<file path="src/rtl/fetch_unit.sv">
// Instruction fetch stage: PC-driven req/ack fetch into a prefetch queue,
// drained by decode over valid/ready, with flush for PC rewrites.
module fetch_unit #(
  parameter int DEPTH = 4,
  parameter int CNTW  = 3
) (
  input  logic        clk,
  input  logic        rst,
  input  logic [31:0] pcin,
  output logic        pcincr,
  input  logic        halt,
  input  logic        flush,
  output logic        mem_req,
  output logic [31:0] mem_addr,
  input  logic        mem_ack,
  input  logic [31:0] mem_rdata,
  output logic        ins_valid,
  input  logic        ins_ready,
  output logic [31:0] ins_out,
  output logic [31:0] ins_addr
);

  localparam int PW = $clog2(DEPTH);
  localparam logic [CNTW-1:0] FULL = CNTW'(DEPTH);

  typedef enum logic [1:0] {
    IDLE,
    REQ,
    DROP
  } state_e;

  state_e          state_q, state_d;
  logic [31:0]     addr_q, addr_d;
  logic [31:0]     dat_q [DEPTH];
  logic [31:0]     adr_q [DEPTH];
  logic [PW-1:0]   wr_q, rd_q;
  logic [CNTW-1:0] cnt_q, cnt_n;
  logic            acc, pop;

  assign acc       = (state_q == REQ) & mem_ack & ~flush;
  assign pcincr    = acc;
  assign ins_valid = (cnt_q != '0);
  assign pop       = ins_valid & ins_ready & ~flush;
  assign mem_req   = (state_q != IDLE);
  assign mem_addr  = addr_q;
  assign ins_out   = dat_q[rd_q];
  assign ins_addr  = adr_q[rd_q];

  // pop implies cnt_q >= 1, so this never underflows
  assign cnt_n = cnt_q + {{(CNTW-1){1'b0}}, acc}
                       - {{(CNTW-1){1'b0}}, pop};

  always_comb begin
    state_d = state_q;
    addr_d  = addr_q;
    unique case (state_q)
      IDLE: begin
        if (~halt & ~flush & (cnt_q < FULL)) begin
          state_d = REQ;
          addr_d  = pcin;
        end
      end
      REQ: begin
        if (flush) begin
          state_d = mem_ack ? IDLE : DROP;
        end else if (mem_ack) begin
          if (~halt & (cnt_n < FULL)) begin
            addr_d = addr_q + 32'd1;
          end else begin
            state_d = IDLE;
          end
        end
      end
      DROP: begin
        if (mem_ack) begin
          state_d = IDLE;
        end
      end
      default: state_d = IDLE;
    endcase
  end

  always_ff @(posedge clk or negedge rst) begin
    if (!rst) begin
      state_q <= IDLE;
      addr_q  <= '0;
    end else begin
      state_q <= state_d;
      addr_q  <= addr_d;
    end
  end

  always_ff @(posedge clk or negedge rst) begin
    if (!rst) begin
      wr_q  <= '0;
      rd_q  <= '0;
      cnt_q <= '0;
      for (int i = 0; i < DEPTH; i++) begin
        dat_q[i] <= '0;
        adr_q[i] <= '0;
      end
    end else if (flush) begin
      wr_q  <= '0;
      rd_q  <= '0;
      cnt_q <= '0;
    end else begin
      if (acc) begin
        dat_q[wr_q] <= mem_rdata;
        adr_q[wr_q] <= addr_q;
        wr_q        <= wr_q + PW'(1);
      end
      if (pop) begin
        rd_q <= rd_q + PW'(1);
      end
      cnt_q <= cnt_n;
    end
  end

endmodule

</file>
<file path="config.mk">
export PLATFORM = sky130hd
export DESIGN_NAME = fetch_unit
export DESIGN_NICKNAME = d
export VERILOG_FILES = /design/src/rtl/fetch_unit.sv
export SDC_FILE = /design/constraint.sdc
export NUM_CORES = 1
export LEC_CHECK = 0
export BUFFER_PORTS_ARGS = -buffer_cell sky130_fd_sc_hd__buf_2
export CORE_ASPECT_RATIO = 0.6
export CORE_MARGIN = 4
export CORE_UTILIZATION = 54
export CTS_CLUSTER_DIAMETER = 80
export DETAILED_ROUTE_END_ITERATION = 7
export PLACE_DENSITY = 0.75
export SKIP_LAST_GASP = 1
export SYNTH_ARGS = -nofsm -noshare
export SYNTH_HDL_FRONTEND = slang
export SYNTH_SLANG_ARGS = --single-unit
export TNS_END_PERCENT = 30
</file>
<file path="constraint.sdc">
create_clock -name clk -period 4.4 [get_ports clk]
set_input_delay 0.66 -clock clk [delete_from_list [all_inputs] [get_ports clk]]
set_output_delay 0.66 -clock clk [all_outputs]
set_load 0.01 [all_outputs]
</file>
==> out/metrics.yaml, run 1 <==
run_status:
  status: "completed"
clock_tree:
  root_buffer: "clkbuf_16"
  insertion_delay_ns: 0.55
  post_cts_buffers: 0
  cts_max_path_buffers: 3
  cts_resized: 0
  cts_sinks: 297
  numCtsBuffers: 28
  cts_tree: "done"
  htreeDepth: 1
  cts-hold-fix-buffers: 0
  clk_pin_slew_ns: 0.07
synthesis:
  syn_nets: 1019
  ys_seq_elements: 297
  avgSynthCellArea_um2: 14.4
  synth_ff_type: "dfrtp_1"
  synthArstFlopShare_pct: 100
  yosys_warnings: 0
  yosysTopAreaCellShare_pct: 55.0
  synth.area.top_cells: "dfrtp_1, mux2_2, mux4_2"
  synth.largest_area_cell: "dfrtp_1"
  ys_seq_area_share_pct: 55.0
  synth.distinct_cells: 57
  synth_cells: 941
  synth-edff-count: 0
  netlist_area_um2: 13500
worst_setup_path:
  endpoint_kind: "flip-flop"
  r2r_setup_slack_ns: 0.59
  cp.arrival_ns: 4.27
  r2r_start: "cnt_q[2]"
  path_class: "reg -> reg"
  crit_path_start_kind: "flip-flop"
  cp-startpoint: "cnt_q[2]"
  worst-path-max-fanout: 21
  critical_path_required_ns: 4.86
global_route:
  grt_usage_pct: 22.7
  gr-total-overflow: 0
  grt_max_degree: 110
  grt_pass1_vias: 9055
  antenna_found_initial: 2
  grt_pass1_wl_um: 49800
sta:
  final-hold-violation-count: 0
  worst_slack_ns: 0.587
  setup_viol: 0
  fmax_mhz: 262
  slew_headroom_pct: 24.1
  finClkSkew_ns: 0.00777
  tns_ns: 0
  tightest_slew_ns: 1.13
  drv_slew: 0
  rsz0062_at_grt: "false"
  fin_crit_ns: 3.81
  finalCritPeriodShare_pct: 86.7
run:
  drv_cap: 0
cells_and_area:
  nets: 1152
  fin_cells: 1420
  nFillCells: 1829
  final_area_um2: 15600
  area_delta_synth_final_pct: 15.3
  drive_gt1_share_pct: 47.5
  seq_area_um2: 7440
  multi_input_area_um2: 5780
drt:
  avgRoutedWirePerCell_um: 21.5
  vias_per_cell: 6.01
  vias: 8538
  routed_wirelength_um: 30600
  first_pass_iters: 6
  ant_nets: 0
  dr.first_iter.drc_count: 614
  drc_errors: 0
power:
  powerDensity_nw_per_um2: 619
  ir_drop_uv: 285
  leakagePower_uw: 0.00740
die:
  rows: 44
  coreArea_um2: 24400
  die_w_um: 212
  start_util_pct: 55.4
  io_pins: 169
  die_h_um: 131
  die-area_um2: 27700
place:
  dp_slack_ns: 0.625
  place_congestion: 0.853
  dp_hpwl_um: 18900
  placedCellCount: 1366
  io_buffers: 168
  dpl_cell_area_um2: 14600
worst_hold_path:
  hold_class: "in -> async"
area by class of cell:
class	count	share of cell area [%]
sequential	297	47.7
clock inverter	13	0.947
inverter	9	0.217
multi-input combinational	562	37.1
timing repair buffer	176	6.08
tap	322	2.58
antenna	2	0.0321
clock buffer	39	5.35
sequential cells by signal, summed over array words and instances (netlist names):
name and count:
adr_q 128, dat_q 128, mem_addr 32, cnt_q 3, rd_q 2, state_q 2
wr_q 2
cells by family after synthesis:
family | count (synthesis) | share of synthesized area (%)
multiplexers | 309 | 31.1
flip-flops | 297 | 55.0
AO/OA/AOI/OAI | 123 | 5.74
AND/OR/NAND/NOR | 118 | 4.55
buffers and inverters | 82 | 2.60
adder cells (fa/ha/maj) | 8 | 0.796
XOR/XNOR | 4 | 0.259
Yosys cell counts (all sizes together), types with 2 or more instances:
| master | count |
|---|---|
| nand2b | 2 |
| nor2b | 3 |
| a211oi | 2 |
| buf | 35 |
| dfrtp | 297 |
| xor2 | 3 |
| nand2 | 43 |
| o21ai | 35 |
| a32oi | 2 |
| nand3 | 17 |
| inv | 9 |
| mux4 | 64 |
| nand4 | 16 |
| nor2 | 17 |
| a21oi | 39 |
| nor3 | 4 |
| o22ai | 15 |
| o22a | 3 |
| mux2 | 244 |
| a2bb2oi | 10 |
| a21o | 2 |
| and2 | 3 |
| nor4 | 4 |
| ha | 7 |
| clkbuf | 38 |
| and3 | 4 |
critical path, stage by stage, from the launching register on:
cell	delay [ns]
dfrtp_1	0.45
or3_1	0.44
nand2_1	0.13
nor2_1	0.06
ha_1	0.27
inv_1	0.06
ha_1	0.13
inv_1	0.04
fa_1	0.38
xor2_1	0.36
nand4_1	0.23
a2111o_1	0.70
a21oi_1	0.28
a2bb2oi_1	0.19
cell usage in the layout, fill, tap and decap left out, types with 3 or more instances in the layout:
| master | count |
|---|---|
| buf_4 | 5 |
| ha_1 | 7 |
| dfrtp_1 | 295 |
| a21oi_1 | 39 |
| nor3_1 | 3 |
| nand2_1 | 39 |
| o21ai_0 | 27 |
| and3_1 | 4 |
| xor2_1 | 3 |
| buf_2 | 167 |
| clkbuf_8 | 7 |
| nand3_1 | 17 |
| mux2_2 | 216 |
| clkinvlp_4 | 3 |
| buf_12 | 3 |
| mux2_1 | 28 |
| clkbuf_1 | 3 |
| o21ai_1 | 8 |
| clkbuf_16 | 29 |
| clkinv_2 | 7 |
| o22a_1 | 3 |
| and2_1 | 3 |
| inv_1 | 9 |
| nand4_1 | 13 |
| o22ai_1 | 15 |
| mux4_2 | 64 |
| bufinv_16 | 3 |
| nand2_4 | 4 |
| a2bb2oi_1 | 10 |
| nor2_1 | 17 |
metal layers:
metal	track usage, %	share of wire [%]
met5	0	0.023
met4	4.54	1.4
met3	4.68	5.9
met2	33.7	45
met1	35.3	48
path summary, 6_finish.rpt:
path / cells after the start / endpoint
setup / recovery: 13 / mem_addr[18]
hold / removal: 1 / dat_q[103]
setup reg to reg: 13 / mem_addr[18]
hold reg to reg: 2 / adr_q[69]
max in group asynchronous: 2 / adr_q[115]
min in group clk: 2 / state_q[1]
where the power goes:
group          switching [uW]  internal (uW)
Sequential                745           3390
Combinational            1400           1570
Clock                    1050           1500
stage by stage:
step	hold slack, ns	utilization, %	power, uW
after CTS	0.202	63.9	9740
after global placement	0.458	59.9	7070
after floorplan	0.364	-	5940
final	0.181	63.9	9650
after detailed placement	0.479	59.9	7170
after global routing	0.231	63.9	10200
Power figures use the tool's default switching activity.
==> run 2: changes to the inputs <==
PLACE_DENSITY = 0.84   (was 0.75)
==> run 2 against run 1 <==
Sequential share of layout area down 0.17 points. Largest cell class unchanged. Clock-buffer cell count unchanged. Critical path depth up 1. Sequential power about the same. Clock skew up 0.0021 ns. Register-to-register slack better by 0.10 ns.
==> out/metrics.yaml, run 2 (same netlist as run 1, synthesis figures left out) <==
drt:
  first_pass_iters: 5  # was 6
  avgRoutedWirePerCell_um: 21.9  # was 21.5 um
  drc_errors: 0  # unchanged
  vias_per_cell: 6.05  # was 6.01
  routed_wirelength_um: 31100  # was 30600 um
  ant_nets: 0  # unchanged
  vias: 8589  # was 8538
  dr.first_iter.drc_count: 704  # was 614
die:
  die_w_um: 212  # unchanged
  die_h_um: 131  # unchanged
  die-area_um2: 27700  # unchanged
  start_util_pct: 55.4  # unchanged
  io_pins: 169  # unchanged
  rows: 44  # unchanged
  coreArea_um2: 24400  # unchanged
sta:
  tns_ns: 0  # unchanged
  worst_slack_ns: 0.692  # was 0.587 ns
  drv_slew: 0  # unchanged
  fmax_mhz: 270  # was 262 MHz
  tightest_slew_ns: 1.12  # was 1.13 ns
  finalCritPeriodShare_pct: 84.3  # was 86.7%
  slew_headroom_pct: 25.1  # was 24.1%
  holdWs_ns: 0.170  # was 0.181 ns
  setup_viol: 0  # unchanged
  rsz0062_at_grt: "false"  # unchanged
  final-hold-violation-count: 0  # unchanged
  fin_crit_ns: 3.71  # was 3.81 ns
  finClkSkew_ns: 0.00991  # was 0.00777 ns
worst_setup_path:
  critPathSlowestCell: "buf_4"  # was a2111o_1
  path_cells: "or3_1 > nand2_1 > nor2_1 > ha_1 > inv_1 > ha_1 > inv_1 > fa_1 > xor2_1 > nand4_1 > a2111oi_4 > buf_4 > o21ai_1 > a22o_1"  # was or3_1 > nand2_1 > nor2_1 > ha_1 > inv_1 > ha_1 > inv_1 > fa_1 > xor2_1 > nand4_1 > a2111o_1 > a21oi_1 > a2bb2oi_1
  path_class: "reg -> reg"  # unchanged
  endpoint_kind: "flip-flop"  # unchanged
  cp.arrival_ns: 4.13  # was 4.27 ns
  worst-path-max-fanout: 43  # was 21
  critPathTopFamily: "simple AND/OR/NAND/NOR gates"  # was compound AO/OA/AOI/OAI gates
  critical_path_required_ns: 4.83  # was 4.86 ns
  slowest_delay_ns: 0.45  # was 0.70 ns
  crit_path_start_kind: "flip-flop"  # unchanged
  path_buf_inv: 3  # was 2
power:
  ir_drop_uv: 331  # was 285 uV
  leakagePower_uw: 0.00744  # was 0.00740 uW
  powerDensity_nw_per_um2: 626  # was 619 nW/um2
clock_tree:
  cts_max_path_buffers: 3  # unchanged
  clk_pin_slew_ns: 0.06  # was 0.07 ns
  root_buffer: "clkbuf_16"  # unchanged
  cts-hold-fix-buffers: 0  # unchanged
  cts_sinks: 297  # unchanged
  post_cts_buffers: 0  # unchanged
  cts_resized: 0  # unchanged
  htreeDepth: 1  # unchanged
  cts_tree: "done"  # unchanged
  insertion_delay_ns: 0.54  # was 0.55 ns
  numCtsBuffers: 28  # unchanged
cells_and_area:
  diodes: 0  # was 2
  final_cell_mix: "dfrtp_1, mux2_2, buf_2, mux4_2"  # unchanged
  nets: 1153  # was 1152
  area_delta_synth_final_pct: 15.7  # was 15.3%
  drive_gt1_share_pct: 47.4  # was 47.5%
  fin_cells: 1419  # was 1420
  layout_commonest_cell: "dfrtp_1"  # unchanged
  utilization_pct: 64.1  # was 63.9%
global_route:
  grt_usage_pct: 22.8  # was 22.7%
  grt_pass1_vias: 8715  # was 9055
  antenna_found_initial: 0  # was 2
  gr-total-overflow: 0  # unchanged
  grt_max_degree: 112  # was 110
  grt_pass1_wl_um: 49700  # was 49800 um
run_status:
  status: "completed"  # unchanged
place:
  dp_hpwl_um: 19100  # was 18900 um
  place_congestion: 0.888  # was 0.853
  dp_slack_ns: 0.731  # was 0.625 ns
  io_buffers: 168  # unchanged
  placedCellCount: 1367  # was 1366
run:
  drv_cap: 0  # unchanged
worst_hold_path:
  hold_class: "in -> async"  # unchanged
## run 2: cell count changes in the layout (fill, tap and decap cells not counted), sizes merged
cell	previous run	this run
bufinv	3	6
clkinvlp	3	1
clkinv	7	6
diode	2	0
buf	176	177
## run 2: path summary, 6_finish.rpt
| path | from | end | slack (ns) | cells past startpoint |
|---|---|---|---|---|
| setup / recovery | cnt_q[2] | mem_addr[24] | 0.69 | 14 |
| hold / removal | rst | dat_q[42] | 0.17 | 1 |
| setup reg to reg | cnt_q[2] | mem_addr[24] | 0.69 | 14 |
| hold reg to reg | adr_q[34] | adr_q[34] | 0.49 | 2 |
| max in group asynchronous | rst | dat_q[22] | 3.26 | 2 |
| min in group clk | pcin[1] | mem_addr[1] | 0.37 | 3 |
## run 2: metrics by stage
stage	power, uW	area, um2
floorplan	5940	13500
global placement	7060	14600
detailed placement	7170	14600
CTS	9880	15600
global route	10300	15600
finish	9790	15600
## run 2: cell type report
| type | count | area, um2 |
|---|---|---|
| clock inverters | 13 | 221 |
| fillers | 1793 | 8750 |
| well taps | 322 | 403 |
| repair buffers | 177 | 956 |
| flip-flops and latches | 297 | 7440 |
| inverters | 9 | 33.8 |
| clock buffers | 39 | 813 |
| multi-input cells | 562 | 5780 |
## run 2: routing by layer
layer  vias up  track usage, %  wire [um]
met5         -               0          0
met4         0            4.28        426
met3        36            4.06       1800
met2       249            34.6      14300
met1      4515            35.5      14600
li1       3789               -          -
## run 2: report_power, final
| part | internal (uW) | switching (uW) |
|---|---|---|
| clock | 1640 | 1030 |
| combinational | 1570 | 1380 |
| sequential | 3390 | 766 |
